==> config.mk <==
export PLATFORM = sky130hd
export DESIGN_NAME = cmp_seq_ctrl_flat
export DESIGN_NICKNAME = d
export VERILOG_FILES = /design/src/rtl/cmp_seq_ctrl_pkg.sv /design/src/rtl/cmp_seq_ctrl_if.sv /design/src/rtl/cmp_seq_ctrl_bit_eq.sv /design/src/rtl/cmp_seq_ctrl.sv /design/src/flat_wrapper.sv
export SDC_FILE = /design/constraint.sdc
export NUM_CORES = 1
export LEC_CHECK = 0
export CAP_MARGIN = 20
export CORE_MARGIN = 8
export CORE_UTILIZATION = 30
export CTS_CLUSTER_DIAMETER = 30
export DETAILED_ROUTE_END_ITERATION = 10
export MAX_ROUTING_LAYER = met4
export PLACE_DENSITY = 0.56
export SLEW_MARGIN = 30
export SYNTH_ARGS = -nofsm -noshare
export SYNTH_HDL_FRONTEND = slang
export SYNTH_HIERARCHICAL = 1
export SYNTH_SLANG_ARGS = --single-unit
==> constraint.sdc <==
create_clock -name clk -period 3.1 [get_ports clk]
set_input_delay 0.31 -clock clk [delete_from_list [all_inputs] [get_ports clk]]
set_output_delay 0.31 -clock clk [all_outputs]
set_load 0.02 [all_outputs]
==> src/rtl/cmp_seq_ctrl_pkg.sv <==
// Shared definitions for the bit-serial magnitude comparator: defaults and FSM encoding.
package cmp_seq_ctrl_pkg;

  localparam int DEF_WIDTH      = 8;
  localparam bit DEF_EARLY_EXIT = 1'b1;

  typedef enum logic [1:0] {
    IDLE = 2'd0,
    RUN  = 2'd1,
    DONE = 2'd2
  } state_t;

endpackage

==> src/rtl/cmp_seq_ctrl_if.sv <==
// Request/result bundle between a requester (master) and the comparator (slave).
// Handshake: start is sampled only while busy=0; once accepted, start is ignored
// until done has pulsed and busy has fallen back to 0.
interface cmp_seq_ctrl_if import cmp_seq_ctrl_pkg::*; #(
  parameter int WIDTH = DEF_WIDTH
);

  logic             start;
  logic [WIDTH-1:0] a_in;
  logic [WIDTH-1:0] b_in;
  logic             busy;
  logic             done;
  logic             eq;
  logic             gt;
  logic             lt;

  modport master (output start, a_in, b_in, input busy, done, eq, gt, lt);
  modport slave  (input start, a_in, b_in, output busy, done, eq, gt, lt);

endinterface

==> src/rtl/cmp_seq_ctrl_bit_eq.sv <==
// Single-bit equality cell, time-shared over all operand bit positions.
module bit_eq (
  input  logic a,
  input  logic b,
  output logic equal
);

  assign equal = ~(a ^ b);

endmodule

==> src/rtl/cmp_seq_ctrl.sv <==
// Bit-serial unsigned comparator: scans latched operands MSB first, one bit per
// cycle, and reports eq/gt/lt with a one-cycle done pulse.
module cmp_seq_ctrl import cmp_seq_ctrl_pkg::*; #(
  parameter int WIDTH      = DEF_WIDTH,
  parameter bit EARLY_EXIT = DEF_EARLY_EXIT
) (
  input  logic           clk,
  input  logic           reset,
  cmp_seq_ctrl_if.slave  bus,
  output state_t         dbg_state
);

  localparam int             IW      = $clog2(WIDTH);
  localparam logic [IW-1:0]  IDX_MSB = IW'(WIDTH - 1);

  state_t           state;
  logic [IW-1:0]    idx;
  logic [WIDTH-1:0] a_q;
  logic [WIDTH-1:0] b_q;
  logic             mm_seen;
  logic             mm_gt;
  logic             busy_q;
  logic             done_q;
  logic             eq_q;
  logic             gt_q;
  logic             lt_q;

  logic a_bit;
  logic b_bit;
  logic bit_equal;
  logic hit;
  logic finish;
  logic res_gt;
  logic res_lt;

  assign a_bit = a_q[idx];
  assign b_bit = b_q[idx];

  bit_eq u_bit_eq (
    .a     (a_bit),
    .b     (b_bit),
    .equal (bit_equal)
  );

  // The first mismatch decides the result; a remembered one wins over the current bit.
  assign hit    = mm_seen | ~bit_equal;
  assign finish = (idx == '0) | (EARLY_EXIT & ~bit_equal);
  assign res_gt = hit & (mm_seen ? mm_gt  : a_bit);
  assign res_lt = hit & (mm_seen ? ~mm_gt : b_bit);

  always_ff @(posedge clk or posedge reset) begin
    if (reset) begin
      state   <= IDLE;
      idx     <= '0;
      a_q     <= '0;
      b_q     <= '0;
      mm_seen <= 1'b0;
      mm_gt   <= 1'b0;
      busy_q  <= 1'b0;
      done_q  <= 1'b0;
      eq_q    <= 1'b0;
      gt_q    <= 1'b0;
      lt_q    <= 1'b0;
    end else begin
      case (state)
        IDLE: begin
          done_q <= 1'b0;
          if (bus.start) begin
            a_q     <= bus.a_in;
            b_q     <= bus.b_in;
            idx     <= IDX_MSB;
            eq_q    <= 1'b0;
            gt_q    <= 1'b0;
            lt_q    <= 1'b0;
            mm_seen <= 1'b0;
            mm_gt   <= 1'b0;
            busy_q  <= 1'b1;
            state   <= RUN;
          end
        end
        RUN: begin
          if (finish) begin
            eq_q   <= ~hit;
            gt_q   <= res_gt;
            lt_q   <= res_lt;
            done_q <= 1'b1;
            state  <= DONE;
          end else begin
            idx <= idx - 1'b1;
            if (!bit_equal && !mm_seen) begin
              mm_seen <= 1'b1;
              mm_gt   <= a_bit;
            end
          end
        end
        DONE: begin
          done_q <= 1'b0;
          busy_q <= 1'b0;
          state  <= IDLE;
        end
        default: state <= IDLE;
      endcase
    end
  end

  assign bus.busy  = busy_q;
  assign bus.done  = done_q;
  assign bus.eq    = eq_q;
  assign bus.gt    = gt_q;
  assign bus.lt    = lt_q;
  assign dbg_state = state;

endmodule

==> src/flat_wrapper.sv <==
// flat-port wrapper written by rule: the top's interface ports become plain ports
module cmp_seq_ctrl_flat import cmp_seq_ctrl_pkg::*;
#(
  parameter int WIDTH      = DEF_WIDTH,
  parameter bit EARLY_EXIT = DEF_EARLY_EXIT
)
  (clk, reset, dbg_state, bus_start, bus_a_in, bus_b_in, bus_busy, bus_done, bus_eq, bus_gt, bus_lt);
  cmp_seq_ctrl_if #(.WIDTH(WIDTH)) bus_i ();
  input  logic clk;
  input  logic reset;
  output state_t dbg_state;
  input wire logic [$bits(bus_i.start)-1:0] bus_start;
  input wire logic [$bits(bus_i.a_in)-1:0] bus_a_in;
  input wire logic [$bits(bus_i.b_in)-1:0] bus_b_in;
  output wire logic [$bits(bus_i.busy)-1:0] bus_busy;
  output wire logic [$bits(bus_i.done)-1:0] bus_done;
  output wire logic [$bits(bus_i.eq)-1:0] bus_eq;
  output wire logic [$bits(bus_i.gt)-1:0] bus_gt;
  output wire logic [$bits(bus_i.lt)-1:0] bus_lt;
  assign bus_i.start = bus_start;
  assign bus_i.a_in = bus_a_in;
  assign bus_i.b_in = bus_b_in;
  assign bus_busy = bus_i.busy;
  assign bus_done = bus_i.done;
  assign bus_eq = bus_i.eq;
  assign bus_gt = bus_i.gt;
  assign bus_lt = bus_i.lt;
  cmp_seq_ctrl #(.WIDTH(WIDTH), .EARLY_EXIT(EARLY_EXIT)) u_core (.clk(clk), .reset(reset), .bus(bus_i), .dbg_state(dbg_state));
endmodule
==> results.md <==
- Status: finished, final reports clean
- Worst-Skew Late Latency: 0.27 ns
- # fillers: 395
- Final setup viols: 0
- Storage cell area: 701 um2
- Post-CTS Hold Buffers: 0
- Fin. Hold Viols: 0
- Final ANT Viol Nets: 0
- RSZ-0062 raised after global routing: no
- Post-DP HPWL: 1.89 mm
- GR Overflow Total: 0
- CTS Root Cell: clkbuf_8
- Post-Syn Area per Cell: 10.3 um2
- Crit Path Category: flip-flop to flip-flop
- DIE HEIGHT: 80.7 um
- R2r setup slk: 0.70 ns
- Final setup TNS: 0 ns
- Final period utilization: 0.774
- Reg-to-reg endpoint: u_core/bus.eq
- Number of port buffers: 25
- Ys async rst share: 1.00
- Initial Util: 0.312
- # Max-Cap Violations: 0
- Detail-routed via count per cell: 4.57
- Initial antenna violation count: 0
- Remaining DRCs: 0
- Sequential area share after synthesis: 0.557
- Post-synthesis cell count: 122
- Synth top area cells: dfrtp_1, nand2_1, mux4_1
- Final min period: 2.40 ns
- Reg2reg start: u_core/idx[0]
- CTS tree: yes
- Fin Clk Skew: 0.00947 ns
- Reg clk slew, reported paths: 0.09 ns
- First-pass GRT wire length: 4.21 mm
- Net count after synthesis: 143
- Mapped cell area: 1260 um2
- Core box area: 4030 um2
- Vias in the first global route: 953
- Slew @ Worst Pin: 0.734 ns
- Arr. time, crit path: 2.55 ns
- DRT iter0 DRCs: 24
- Syn-to-layout area delta: 27.0%
- CP endpoint kind: flip-flop
- Antenna Cells: 0
- Final nets: 170
- Die width: 80.7 um
- Clk buf depth: 2
- CP required: 3.25 ns
- Clock sinks: 28
- P_leak: 0.776 nW
- Wirelength per Cell: 12.9 um
- Reg2reg path depth: 6
- Cts repair resizes: 0
- CTS H-tree depth: 1
- RD Place Congestion: 0.791
- Post-synth top area cell: dfrtp_1
- Row cnt: 23
- Synth Register Bits: 28
- Peak Freq: 417 MHz
- GRT Total Usage: 0.0837
- Layout cell share with drive strength beyond 1: 0.0612
- Largest net degree at the start of global routing: 29
- Number of top-level pins: 26
- Num CTS Buffers: 3
- Ys flop type: dfrtp_1
- Area share of the largest cell type after synthesis: 0.557
- Slew Viols, Final: 0
- Critical Path Source Type: flip-flop
- Peak supply drop: 0.281 mV
- Routed wire length: 2.53 mm
- CP Max Fanout: 8
- Multi-input gate area: 515 um2
- Worst Hold Class: primary input to asynchronous set/reset pin
- Relative slew slack: 0.511
- DIE AREA: 6520 um2
- Post CTS Setup Buffer Count: 0
- PwrDens: 942 nW/um2
- Drt first pass iters: 4
- Post-synth EDFFs: 0
- Vias: 901
- Library cells used by synthesis: 25
- Hold_ws: 0.412 ns
- Ys Warns: 6
[critical path, stage by stage, from the launching register on]
cell,delay (ns)
dfrtp_1,0.46
mux4_1,0.59
mux2_2,0.30
xnor2_1,0.19
a21boi_1,0.44
nor2_1,0.10
a31o_1,0.20
[sequential cells by signal, summed over array words and instances, names as in the netlist]
register and flops:
u_core/a_q 8, u_core/b_q 8, u_core/idx 3, u_core/dbg_state 2, u_core/bus.busy 1, u_core/bus.done 1
u_core/bus.eq 1, u_core/bus.gt 1, u_core/bus.lt 1, u_core/mm_gt 1, u_core/mm_seen 1
[per-stage QoR]
step / power (mW) / cells / utilization / setup WS, ns / instance area, um2
CTS: 1.52 / 197 / 0.396 / 0.693 / 1600
global route: 1.63 / 197 / 0.396 / 0.549 / 1600
floorplan: 1.12 / 122 / - / 0.941 / 1260
detailed placement: 1.32 / 194 / 0.386 / 0.729 / 1560
finish: 1.50 / 197 / 0.396 / 0.700 / 1600
global placement: 1.30 / 194 / 0.386 / 0.809 / 1560
[layout by cell type, fill, tap and decap left out, drive strengths merged]
| cell | synthesis | routed |
|---|---|---|
| nand2 | 51 | 51 |
| dfrtp | 28 | 28 |
| clkdlybuf4s50 | 0 | 25 |
| a21oi | 6 | 6 |
| inv | 5 | 5 |
| mux4 | 4 | 4 |
| clkbuf | 3 | 3 |
| mux2 | 3 | 3 |
| nor2 | 3 | 3 |
| o21ai | 2 | 2 |
| ha | 2 | 2 |
| nand2b | 1 | 1 |
| nor2b | 1 | 1 |
| a21boi | 1 | 1 |
| a2bb2oi | 1 | 1 |
| or3b | 1 | 1 |
| a22oi | 1 | 1 |
| a31o | 1 | 1 |
| a21o | 1 | 1 |
| and2 | 1 | 1 |
| nor3b | 1 | 1 |
| nand4 | 1 | 1 |
| xor2 | 1 | 1 |
| nand3 | 1 | 1 |
| buf | 1 | 1 |
| xnor2 | 1 | 1 |
[worst max-delay path by stage]
stage          slack, ns  cells after the start       endpoint          start
3_3_place_gp        0.81                      6  u_core/bus.eq  u_core/idx[0]
2_1_floorplan       0.94                      7  u_core/bus.eq  u_core/idx[0]
5_1_grt             0.55                      6  u_core/bus.eq  u_core/idx[0]
3_5_place_dp        0.73                      6  u_core/bus.eq  u_core/idx[0]
6_report            0.70                      6  u_core/bus.eq  u_core/idx[0]
4_1_cts             0.69                      6  u_core/bus.eq  u_core/idx[0]
[final cells by class]
| cell class | count | area share |
|---|---|---|
| flip-flops and latches | 28 | 0.439 |
| multi-input cells | 85 | 0.323 |
| repair buffers | 26 | 0.161 |
| well taps | 50 | 0.0392 |
| clock buffers | 3 | 0.0259 |
| inverters | 5 | 0.0118 |
[Yosys cell counts (2+ instances only)]
library cell / instances
clkbuf_1: 3
mux2_2: 3
nor2_1: 3
a21oi_1: 6
dfrtp_1: 28
nand2_1: 51
mux4_1: 4
o21ai_0: 2
ha_1: 2
inv_1: 5
[power breakdown]
part | internal, mW | switching, mW
Sequential | 0.521 | 0.104
Clock | 0.0870 | 0.102
Combinational | 0.329 | 0.361
Total | 0.937 | 0.567
[cell families (layout without fill, tap and decap cells)]
family,Yosys count,after routing,share of synthesized area
DFF,28,28,0.557
muxes,7,7,0.110
buffers and inverters,9,34,0.0328
xor gates and xnor gates,2,2,0.0139
AOI/OAI and AO/OA,13,13,0.0637
and+or+nand+nor,61,61,0.202
adders and majority gates,2,2,0.0199
[per-layer routing]
metal	up-vias	wire length (um)	share of wire	global-route usage
li1	451	-	-	-
met1	431	1180	0.47	0.104
met2	17	1210	0.48	0.131
met3	2	106	0.042	0.0143
met4	0	31	0.012	0.0375
met5	-	0	0	-
(Power assumes the default switching activity.)
